--- src/rtl/keypad_pkg.sv ---
// rtl/keypad_pkg.sv - shared state encoding and row-vector helpers for the keypad scanner
package keypad_pkg;

    typedef enum logic [2:0] {
        SCAN       = 3'd0,
        DB_PRESS   = 3'd1,
        HELD       = 3'd2,
        DB_RELEASE = 3'd3,
        WAIT_CLR   = 3'd4
    } scan_state_t;

    // Index of the lowest set bit; callers only use it on one-hot vectors.
    function automatic int onehot_idx(input logic [31:0] vec);
        int idx;
        idx = 0;
        for (int i = 31; i >= 0; i--) begin
            if (vec[i]) idx = i;
        end
        return idx;
    endfunction

    function automatic logic is_onehot(input logic [31:0] vec);
        return (vec != 32'd0) && ((vec & (vec - 32'd1)) == 32'd0);
    endfunction

endpackage

--- src/rtl/sync_2ff.sv ---
// rtl/sync_2ff.sv - two-flop synchroniser for asynchronous level inputs
module sync_2ff #(
    parameter int WIDTH = 1
) (
    input  logic             clk,
    input  logic             nrst,
    input  logic [WIDTH-1:0] d_i,
    output logic [WIDTH-1:0] q_o
);

    logic [WIDTH-1:0] meta_q;
    logic [WIDTH-1:0] sync_q;

    always_ff @(posedge clk) begin
        if (!nrst) begin
            meta_q <= '0;
            sync_q <= '0;
        end else begin
            meta_q <= d_i;
            sync_q <= meta_q;
        end
    end

    assign q_o = sync_q;

endmodule

--- src/rtl/keypad_scanner_param.sv ---
// rtl/keypad_scanner_param.sv - column-scanning keypad reader with press/release debounce
module keypad_scanner_param
    import keypad_pkg::*;
#(
    parameter  int NUM_ROWS        = 4,
    parameter  int NUM_COLS        = 4,
    parameter  int SETTLE_CYCLES   = 3,
    parameter  int DEBOUNCE_CYCLES = 16,
    localparam int CODE_W          = (NUM_ROWS * NUM_COLS > 1) ? $clog2(NUM_ROWS * NUM_COLS) : 1
) (
    input  logic                clk,
    input  logic                nrst,
    input  logic [NUM_ROWS-1:0] row_i,
    output logic [NUM_COLS-1:0] col_o,
    output logic [CODE_W-1:0]   key_code_o,
    output logic                key_press_o,
    output logic                key_release_o,
    output logic                key_held_o,
    output logic                multi_err_o
);

    localparam int RI_W = (NUM_ROWS > 1) ? $clog2(NUM_ROWS) : 1;
    localparam int CI_W = (NUM_COLS > 1) ? $clog2(NUM_COLS) : 1;
    localparam int ST_W = $clog2(SETTLE_CYCLES + 1);
    localparam int DB_W = $clog2(DEBOUNCE_CYCLES + 1);

    localparam logic [ST_W-1:0]     ST_LAST     = ST_W'(SETTLE_CYCLES - 1);
    localparam logic [DB_W-1:0]     DB_MAX      = DB_W'(DEBOUNCE_CYCLES);
    localparam logic [DB_W-1:0]     DB_CLR_LAST = DB_W'(DEBOUNCE_CYCLES - 1);
    localparam logic [CI_W-1:0]     COL_LAST    = CI_W'(NUM_COLS - 1);
    localparam logic [NUM_COLS-1:0] COL0        = NUM_COLS'(1);

    logic [NUM_ROWS-1:0] rows_s;

    scan_state_t         state_q, state_d;
    logic [CI_W-1:0]     col_idx_q, col_idx_d, col_next;
    logic [NUM_COLS-1:0] col_q;
    logic [ST_W-1:0]     settle_q, settle_d;
    logic [DB_W-1:0]     db_q, db_d;
    logic [RI_W-1:0]     row_idx_q, row_idx_d;
    logic [NUM_ROWS-1:0] latched_q, latched_d;
    logic [CODE_W-1:0]   code_q, code_d;
    logic                held_q, held_d;
    logic                press_q, press_d;
    logic                release_q, release_d;
    logic                multi_q, multi_d;
    int                  code_int;

    sync_2ff #(.WIDTH(NUM_ROWS)) u_row_sync (
        .clk  (clk),
        .nrst (nrst),
        .d_i  (row_i),
        .q_o  (rows_s)
    );

    assign col_next = (col_idx_q == COL_LAST) ? '0 : col_idx_q + CI_W'(1);
    assign code_int = int'(row_idx_q) * NUM_COLS + int'(col_idx_q);

    always_comb begin
        state_d   = state_q;
        col_idx_d = col_idx_q;
        settle_d  = settle_q;
        db_d      = db_q;
        row_idx_d = row_idx_q;
        latched_d = latched_q;
        code_d    = code_q;
        held_d    = held_q;
        press_d   = 1'b0;
        release_d = 1'b0;
        multi_d   = 1'b0;
        case (state_q)
            SCAN: begin
                if (settle_q == ST_LAST) begin
                    settle_d = '0;
                    if (rows_s == '0) begin
                        col_idx_d = col_next;
                    end else if (is_onehot(32'(rows_s))) begin
                        row_idx_d = RI_W'(onehot_idx(32'(rows_s)));
                        latched_d = rows_s;
                        db_d      = DB_W'(1);
                        state_d   = DB_PRESS;
                    end else begin
                        multi_d = 1'b1;
                        db_d    = '0;
                        state_d = WAIT_CLR;
                    end
                end else begin
                    settle_d = settle_q + ST_W'(1);
                end
            end
            DB_PRESS: begin
                // Any disturbance restarts the settle window on the same column.
                if (rows_s != latched_q) begin
                    settle_d = '0;
                    state_d  = SCAN;
                end else if (db_q == DB_MAX) begin
                    code_d  = CODE_W'(code_int);
                    press_d = 1'b1;
                    held_d  = 1'b1;
                    state_d = HELD;
                end else begin
                    db_d = db_q + DB_W'(1);
                end
            end
            HELD: begin
                if (rows_s == '0) begin
                    db_d    = DB_W'(1);
                    state_d = DB_RELEASE;
                end
            end
            DB_RELEASE: begin
                if (rows_s != '0) begin
                    state_d = HELD;
                end else if (db_q == DB_MAX) begin
                    release_d = 1'b1;
                    held_d    = 1'b0;
                    col_idx_d = col_next;
                    settle_d  = '0;
                    state_d   = SCAN;
                end else begin
                    db_d = db_q + DB_W'(1);
                end
            end
            WAIT_CLR: begin
                if (rows_s != '0) begin
                    db_d = '0;
                end else if (db_q == DB_CLR_LAST) begin
                    col_idx_d = col_next;
                    settle_d  = '0;
                    state_d   = SCAN;
                end else begin
                    db_d = db_q + DB_W'(1);
                end
            end
            default: state_d = SCAN;
        endcase
    end

    always_ff @(posedge clk) begin
        if (!nrst) begin
            state_q   <= SCAN;
            col_idx_q <= '0;
            col_q     <= COL0;
            settle_q  <= '0;
            db_q      <= '0;
            row_idx_q <= '0;
            latched_q <= '0;
            code_q    <= '0;
            held_q    <= 1'b0;
            press_q   <= 1'b0;
            release_q <= 1'b0;
            multi_q   <= 1'b0;
        end else begin
            state_q   <= state_d;
            col_idx_q <= col_idx_d;
            col_q     <= COL0 << col_idx_d;
            settle_q  <= settle_d;
            db_q      <= db_d;
            row_idx_q <= row_idx_d;
            latched_q <= latched_d;
            code_q    <= code_d;
            held_q    <= held_d;
            press_q   <= press_d;
            release_q <= release_d;
            multi_q   <= multi_d;
        end
    end

    assign col_o         = col_q;
    assign key_code_o    = code_q;
    assign key_press_o   = press_q;
    assign key_release_o = release_q;
    assign key_held_o    = held_q;
    assign multi_err_o   = multi_q;

endmodule

--- config.mk ---
export PLATFORM = sky130hd
export DESIGN_NAME = keypad_scanner_param
export DESIGN_NICKNAME = d
export VERILOG_FILES = /design/src/rtl/keypad_pkg.sv /design/src/rtl/sync_2ff.sv /design/src/rtl/keypad_scanner_param.sv
export SDC_FILE = /design/constraint.sdc
export NUM_CORES = 1
export LEC_CHECK = 0
export ABC_CLOCK_PERIOD_IN_PS = 5600
export CAP_MARGIN = 10
export CORE_MARGIN = 2
export CORE_UTILIZATION = 55
export DETAILED_ROUTE_END_ITERATION = 10
export DONT_BUFFER_PORTS = 1
export PLACE_DENSITY_LB_ADDON = 0.05
export SLEW_MARGIN = 20
export SYNTH_ARGS = -nofsm -noshare
export SYNTH_HDL_FRONTEND = slang
export SYNTH_SLANG_ARGS = --single-unit
export TNS_END_PERCENT = 1
--- constraint.sdc ---
create_clock -name clk -period 5.6 [get_ports clk]
set_clock_uncertainty 0.05 [all_clocks]
set_input_delay 1.68 -clock clk [delete_from_list [all_inputs] [get_ports clk]]
set_output_delay 1.68 -clock clk [all_outputs]
set_load 0.02 [all_outputs]
# Word-level counts from Yosys, hierarchy flattened
# Index checks and enable logic that the tools add are counted.
# Widths: inputs -> output; s select.
# word_totals
reg_bits	38
word_cells	114
inputBits	6
output_inout_bits	12
# classes
n_eq_ne	22
add_sub_neg	5
n_reduce_logical	17
n_shift	1
bitwise	8
n_mux	47
# op_table
cell	n
$mux 5	8
$mux 2	17
$and 4x32->32	1
$logic_not 32->1	1
$mux 3	10
$pmux 5 s5	1
$ne 2x2->1 const B	10
$pmux 3 s5	1
$reduce_and 7->1	2
$ne 3x3->1 const B	3
$pmux 2 s4	1
$reduce_bool 4->1	2
$mux 1	7
$not 1->1	7
$eq 3x2->1 const B	2
$pmux 2 s3	1
$reduce_and 6->1	1
$reduce_or 3->1	2
$add 5x1->5 const B	1
$eq 5x4->1 const B	1
$eq 5x5->1 const B	1
$reduce_and 5->1	1
$reduce_bool 5->1	1
$sub 4x1->5 const B	1
15 further kinds	17

# Logic depth before layout (Yosys ltp)
# Gate-level depths: netlist of the first run.
# depth
depth_word	8
mapped_depth	8
mapped_depth_nobuf	8

# Hierarchy
# A second synthesis of the first run with hierarchy kept.
# hier_totals
hier_cells	209
hier_area_um2	1866.8
# modules_own_cells
module	area_each_um2	seq_area_each_um2	cells_each	n_inst
keypad_scanner_param	1656.6	600.6	193	1
sync_2ff	210.2	160.2	16	1

# Least setup slack after synthesis of the first run
# No wires, ideal clock.
# synth_timing
path_kind	input-to-reg
from	input nrst
to	register col_q[0] (netlist: col_o[0])
setup_time_ns	0.147
required_ns	5.403
cell_stages	4
t_arrival_ns	2.536
slack_ns	2.867
path_buffers	3
path_cell_list	clkbuf_1 -> clkbuf_1 -> clkbuf_1 -> o311ai_0
# synth_lines
item	line_no	text
start: declaration	keypad_scanner_param.sv:12	input logic nrst,
end signal: assignment	keypad_scanner_param.sv:156	col_q <= COL0 << col_idx_d;
end: declaration	keypad_scanner_param.sv:37	logic [NUM_COLS-1:0] col_q;
# No word-level cell between the ends.

# Final worst setup path of the first run
# layout_timing
from	register code_q[1] (netlist: key_code_o[1])
to	output key_code_o[1]
# layout_lines
item	line_no	text
start: declaration	keypad_scanner_param.sv:42	logic [CODE_W-1:0] code_q, code_d;
start signal: assignment	keypad_scanner_param.sv:161	code_q <= code_d;
end: declaration	keypad_scanner_param.sv:15	output logic [CODE_W-1:0] key_code_o,
# No word-level cell between the ends.

==> results of run 1 <==
==> per-layer routing <==
metal | part of all wire | global-route usage | vias to the layer above
met5 | 0 | 0 | -
met4 | 0.016 | 0.07295 | 0
met3 | 0.038 | 0.07039 | 6
met2 | 0.43 | 0.2917 | 25
met1 | 0.51 | 0.2672 | 659
li1 | - | - | 720
==> flip-flops by register name, summed over array words and instances (netlist names), 2 cells and up <==
| signal | cells |
|---|---|
| key_code_o | 4 |
| row_idx_q | 2 |
| u_row_sync.meta_q | 4 |
| latched_q | 4 |
| col_o | 4 |
| u_row_sync.q_o | 4 |
| state_q | 3 |
| db_q | 5 |
| col_idx_q | 2 |
| settle_q | 2 |
==> where the power goes <==
group / leakage (uW) / switching, uW / internal, uW
registers: 0.000309 / 12.2 / 278
logic: 0.000329 / 21.6 / 20.0
clock network: 0.0000554 / 92.2 / 140
==> synth_stat cells, drive strengths merged (2+ instances only) <==
| master | n | area share |
|---|---|---|
| nand4 | 3 | 0.010 |
| and3 | 2 | 0.0067 |
| clkbuf | 11 | 0.022 |
| a21oi | 5 | 0.013 |
| nor3 | 6 | 0.019 |
| nor3b | 3 | 0.012 |
| o311ai | 4 | 0.019 |
| xor2 | 5 | 0.024 |
| a21boi | 3 | 0.012 |
| nor4 | 2 | 0.0067 |
| a31o | 2 | 0.0094 |
| a21o | 2 | 0.0081 |
| nand2b | 2 | 0.0067 |
| nand3b | 2 | 0.0081 |
| nor2 | 11 | 0.022 |
| inv | 4 | 0.0081 |
| a31oi | 2 | 0.0067 |
| o21ai | 10 | 0.027 |
| nand3 | 4 | 0.011 |
| or4 | 3 | 0.014 |
| a211o | 2 | 0.0094 |
| nor4b | 2 | 0.0094 |
| buf | 4 | 0.018 |
| and2 | 10 | 0.034 |
| nand2 | 14 | 0.028 |
| o41ai | 2 | 0.0094 |
| ha | 4 | 0.027 |
| mux2i | 16 | 0.086 |
| o211ai | 2 | 0.0081 |
| nor2b | 13 | 0.044 |
| dfxtp | 38 | 0.41 |
==> layout make-up <==
cell class,instances,area share
multi-input cells,147,0.5170
clock inverters,3,0.03537
flip-flops and latches,38,0.3910
clock buffers,5,0.01929
inverters,4,0.007717
well taps,46,0.02958
==> final timing paths <==
| path | slack [ps] | start | endpoint |
|---|---|---|---|
| setup / recovery | 3060 | key_code_o[1] | key_code_o[1] |
| hold / removal | 410 | u_row_sync.meta_q[1] | u_row_sync.q_o[1] |
| setup reg to reg | 3210 | u_row_sync.q_o[3] | db_q[1] |
| hold reg to reg | 410 | u_row_sync.meta_q[1] | u_row_sync.q_o[1] |
==> kinds of logic (layout without fill, tap and decap cells) <==
logic type / count (synthesis) / in the layout / share of synthesized area
multiplexers: 16 / 16 / 0.08631
adder cells (fa/ha/maj): 4 / 4 / 0.02697
AND/OR/NAND/NOR: 82 / 82 / 0.2569
flip-flops: 38 / 38 / 0.4100
XOR/XNOR: 5 / 5 / 0.02360
buffers and inverters: 19 / 12 / 0.04787
AO/OA/AOI/OAI: 40 / 40 / 0.1483
==> metrics by stage <==
| stage | worst slack (ps) | cell area, sq um | std cells |
|---|---|---|---|
| 2_1_floorplan | 2867 | 1856 | 204 |
| 3_3_place_gp | 3257 | 1839 | 235 |
| 3_5_place_dp | 3197 | 1839 | 235 |
| 4_1_cts | 3038 | 1946 | 243 |
| 5_1_grt | 2967 | 1946 | 243 |
| 6_report | 3056 | 1946 | 243 |
==> results summary, run 1 <==
Summing over every cut layer, the via total after detailed routing is roughly 1400. The fraction of registers with async set/reset came out at 0. The number of max-capacitance violations reported came out at 0. The library cells used most frequently in the layout, excluding fill and tap cells, are 38 x dfxtp_1, 16 x mux2i_1, 14 x nand2_1, 13 x nor2b_1, 11 x nor2_1. Across the VDD grid, the largest voltage drop is around 0.21 mV. The clock passes through at most 2 buffers. Summed over all nets, the half-perimeter wirelength after detailed placement is 2279 microns. The area of combinational cells with multiple inputs came out at a little over 1000 sq um. The setup path with the least slack is of type flip-flop to primary output. The detailed-route vias per instance came out at approximately 5.8. The number of filler instances in the final layout came out at about 280.

The count of final max-slew check failures came out at 0. Of the cells placed in the final design, the portion with a size suffix greater than 1 is 0.07107. The footprint of the flip-flops and latches came out at between 700 and 800 sq um. The via count of the first global-routing pass is between 1000 and 1500.

The class of the tightest hold or removal check is flip-flop to flip-flop. In the routed design, unresolved DRC markers number 0. The final routed wirelength across all metal layers came out at between 3000 and 4000 microns.

After synthesis, the netlist uses 46 different library cells. The number of port buffers is 0. The share of the Yosys chip area taken by registers is 0.4100. The number of nets in the synthesized netlist is between 200 and 250. For this design, the sink count on the clock tree is 38.

The depth of the critical timing path with buffers and inverters included is 0. In this run, post-CTS repair resized a total of 0 instances. TritonCTS built the clock tree.

The clock transition at the register clock pins on the worst setup and hold paths after CTS is roughly 120 ps. For this block, the initial DRC count from the detailed router was between 80 and 90. STA classifies the critical path endpoint as a primary output.

The headroom to the max-slew limit is 0.4520. The detailed-route wire length per cell is around 14 microns. The mean area per synthesized cell came out at 9.096 sq um. The signal arrival time at the worst endpoint is about 810 ps.

The number of H-tree levels is 2. The slew of the pin with the lowest slew margin came out at ~810 ps. The analysis attributes to cell leakage a power of between 0.0006 and 0.0007 uW.

Overall power consumption after layout is estimated at 564.1 uW. The detailed-routing iteration count for the pre-antenna-repair pass is 4. The congestion estimate from routability-driven global placement came to 0.8952. The flip-flop and latch count after synthesis is 38. The count of nets left with antenna violations once routing finished came out at 0. In this run the core area contains 21 standard-cell rows.

The final setup violation count is 0. The run finished with clean final reports. For this design the ratio of total power to cell area is around 290 nW/um^2. The most common cell after layout, fill and taps aside is dfxtp_1. The cell sitting at the root of the clock tree is a clkbuf_4. The hold buffer count at cts came out at 0.

The first global-routing pass estimated around 5500 microns of wire. For this run, the total global-route usage over all layers was measured as 0.1983. Measured along the x axis, the die boundary spans around 62 microns. The final number of hold-violating endpoints came out at 0. The cell count after synthesis came out at 204.

The initial antenna violation count was 0. The fmax came out at just under 0.4 GHz. The hold path depth came out at 1. The worst-path maximum fanout came out at 2. Across all hold checks on the routed design, the worst slack comes to 407.2 ps. For the worst-skew pair, the clock arrives at the later sink with an insertion delay of between 300 and 400 ps.

In the final design database the tool counted a little over 200 nets. The share of the cycle needed by the critical path after routing came out at 0.4543. The worst path in the final design needs a cycle of approximately 2500 ps, including I/O delays and setup. The pin count of the biggest net entering global routing is 47.

In the final timing run, aggregate negative setup slack is 0 ps. For this run, the leading register cell type out of synthesis is dfxtp_1. The count of pins on the block boundary is 18. The utilization after layout came out at 0.5924. The yosys synthesis warning count is 0.

Yosys mapped a number of flops with a built-in enable equal to 0. After global routing the overflow that remains totals 0. The area overhead of the layout relative to synthesis is 4.855%. Setup repair after global routing left no endpoint under its margin. The standard cell core area is roughly 3300 sq um. The repair_antennas step left the layout with diodes totalling 0. The vertical die dimension is 62.09 microns.

The post-synthesis cell area came out at ~1900 sq um. The cell depth of the worst flop-to-flop path is 5. The die covers just under 4000 sq um. The data required time at the worst endpoint came out at a little under 4000 ps. The startpoint kind of the worst setup timing path is a flip-flop.

In this run the post-CTS setup repair buffer count came out at 0. Clock tree synthesis inserted a total of 5 buffers. The effective utilization at floorplan came out at 0.5650.
Note: power is estimated with default switching activity, not from simulation.
==> inputs of run 2 (changes only) <==
Settings changed: ABC_CLOCK_PERIOD_IN_PS 5600 to 2250.
Clock period 5.6 ns to 2.25 ns, I/O delays scaled along.
==> results summary, run 2 (same netlist as run 1, synthesis figures left out) <==
In this run the critical register-to-register path is captured at db_q[1]. The number of port buffers is 0. The power density over the cells is ~700 nW/um^2. The total congestion overflow came out at 0. Counting along the longest clock path gives a buffer depth of 2.

The detailed-route wire length per cell came out at 13.99 microns. The class of the tightest hold or removal check is primary input to flip-flop. The effective utilization at floorplan came out at 0.5650.

The number of filler instances in the final layout came out at 294. The flip-flop count of the largest register after layout came out at 5. In this run the most used layer during global routing was met2.

For this run, the top clock speed supported by timing is ~0.46 GHz. The count of routing violations after the opening detailed-route iteration came out at between 80 and 90. Dividing the final minimum period by the clock period gives 0.9577. The detailed-route vias per instance came out at 5.802.

After clock tree synthesis, the clock-pin slew on the worst setup and hold paths is 110 ps. The top cell types in the final layout, fill and taps aside, are 38 x dfxtp_1, 16 x mux2i_1, 14 x nand2_1, 13 x nor2b_1. The flow ran to the end, and the final reports show no timing, DRC or antenna violations. The count of pins on the block boundary is 18.

Setup slack on the worst reg-to-reg path comes out at roughly 95 ps. The peak supply drop is between 0.3 and 0.4 mV. Setup violations remaining at the end of the flow were counted as 0. The met1 track demand over resource in global routing came out at 0.2686. The tool flagged a number of max-cap violations equal to 0. The count of instances resized after the clock tree is built is 0. The count of final max-slew check failures came out at 0. Final hold analysis gives a worst-case slack of between 300 and 400 ps. In the final layout, the share of cells above drive strength 1 is 0.1262. The number of cell rows came out at 21.

The final number of hold-violating endpoints is 0. The number of nets with antenna violations after detailed routing is 0. The startpoint of the worst-slack reg-to-reg timing path is db_q[0]. Post-CTS timing repair inserted 0 buffers for setup.

The x dimension of the die came out at 62.09 microns. Routability-driven placement finished with a final weighted congestion of approximately 0.9. 0 antenna diodes ended up in the layout. Setup repair after global routing could not meet its margin everywhere. The vias after detailed routing is approximately 1500.

In the global route stage, met3 resource usage came out at 0.06211. The sink of the worst hold path is col_o[0]. In this run the number of H-tree levels came out at 2. The vertical die dimension is slightly above 60 microns.

The total routing resource utilization after global routing came out at 0.1985. The detailed-routing iteration count for the pre-antenna-repair pass is 4. In this run, post-CTS hold repair placed 0 buffers.

db_q holds more flip-flops than any other register. The critical path in this run is classified as flip-flop to flip-flop. The headroom to the max-slew limit is 0.6617. The worst-path maximum fanout came out at 7.

STA classifies the critical path startpoint as a flip-flop. OpenSTA, run right after detailed placement, puts the worst setup slack at roughly 60 ps. The leakage power came out at between 0.0007 and 0.0008 uW.

In the global route stage, met2 resource usage came out at 0.2917. The total clock sinks came out at 38. The total clock buffers created by CTS is 5.

The startpoint identified for the worst hold timing path is nrst. For the pin with the worst max-slew slack, the measured transition is 500.2 ps. The via count of the first global-routing pass came out at between 1000 and 1500.

The area overhead of the layout relative to synthesis came out at 9.238%. The die footprint came out at 3855 sq um. The half-perimeter wire length of the detailed placement result is around 2400 microns. The detailed-route DRC error count came out at 0. The most common cell after layout, fill and taps aside is dfxtp_1. The area of combinational cells with multiple inputs is between 1000 and 1500 sq um. The cell depth of the worst flop-to-flop path is 8.

The library cell used as clock root buffer is clkbuf_4. The pin count of the biggest net entering global routing is between 40 and 50. The final routed wirelength across all metal layers came out at 3526 microns. Data on the critical path is required at its endpoint by between 2000 and 2500 ps. The utilization after layout is 0.6171. Counting instances, the worst hold path has a depth of 1. The first-pass GRT wire length is ~5600 microns.

The footprint of the flip-flops and latches came out at 760.7 sq um. At the end of the flow, the number of nets in the layout was roughly 220. The standard cell core area is 3284 sq um. STA classifies the critical path endpoint as a flip-flop. The post-route worst setup slack is 95.29 ps. The initial antenna violation count came out at 0. For the worst-skew pair, the clock arrives at the later sink with an insertion delay of between 300 and 400 ps. The final critical path time including I/O delays and setup came out at between 2000 and 2500 ps. The signal arrival time at the worst endpoint came out at around 2400 ps. TritonCTS built the clock tree.
[run 2: critical path, cell delays in order, from the launching register on]
cell,delay [ps]
dfxtp_1,390
ha_1,250
and3_1,190
ha_1,200
nand2_1,70
o21ai_0,70
a211o_1,370
or4_1,420
o21ai_1,80
[run 2: metrics by stage]
step	cells	setup TNS, ps	cell area [sq um]	power (uW)
after global routing	252	-9.111	2027	1477
after global placement	244	0	1907	851.3
after floorplan	204	0	1858	834.9
after CTS	252	0	2013	1431
after detailed placement	244	0	1907	854.5
final	252	0	2027	1422
[run 2: metal layers]
metal | wire length (microns) | part of all wire
met1 | 1696 | 0.48
met2 | 1611 | 0.46
met3 | 173 | 0.049
met4 | 45 | 0.013
met5 | 0 | 0
[run 2: cell type report]
| cell class | instances | share of cell area |
|---|---|---|
| Tap cell | 46 | 0.02840 |
| Sequential cell | 38 | 0.3753 |
| Clock buffer | 5 | 0.01852 |
| Inverter | 4 | 0.007407 |
| Clock inverter | 3 | 0.03395 |
| Timing Repair Buffer | 9 | 0.03333 |
| Multi-Input combinational cell | 147 | 0.5031 |
[run 2: power by group]
group	switching, uW	internal (uW)	leakage, uW
clock	232	347	0.0000554
combinational	61.1	61.2	0.000380
sequential	27.7	693	0.000309
[run 2: how the worst max path moves through the flow]
stage | start | end | slack (ps) | cells after the start
2_1_floorplan | u_row_sync.q_o[3] | db_q[2] | 90 | 7
3_3_place_gp | db_q[0] | key_code_o[1] | 150 | 8
3_5_place_dp | db_q[0] | db_q[2] | 60 | 8
4_1_cts | db_q[0] | db_q[2] | 50 | 8
5_1_grt | db_q[0] | db_q[2] | -6 | 8
6_report | db_q[0] | db_q[1] | 100 | 8
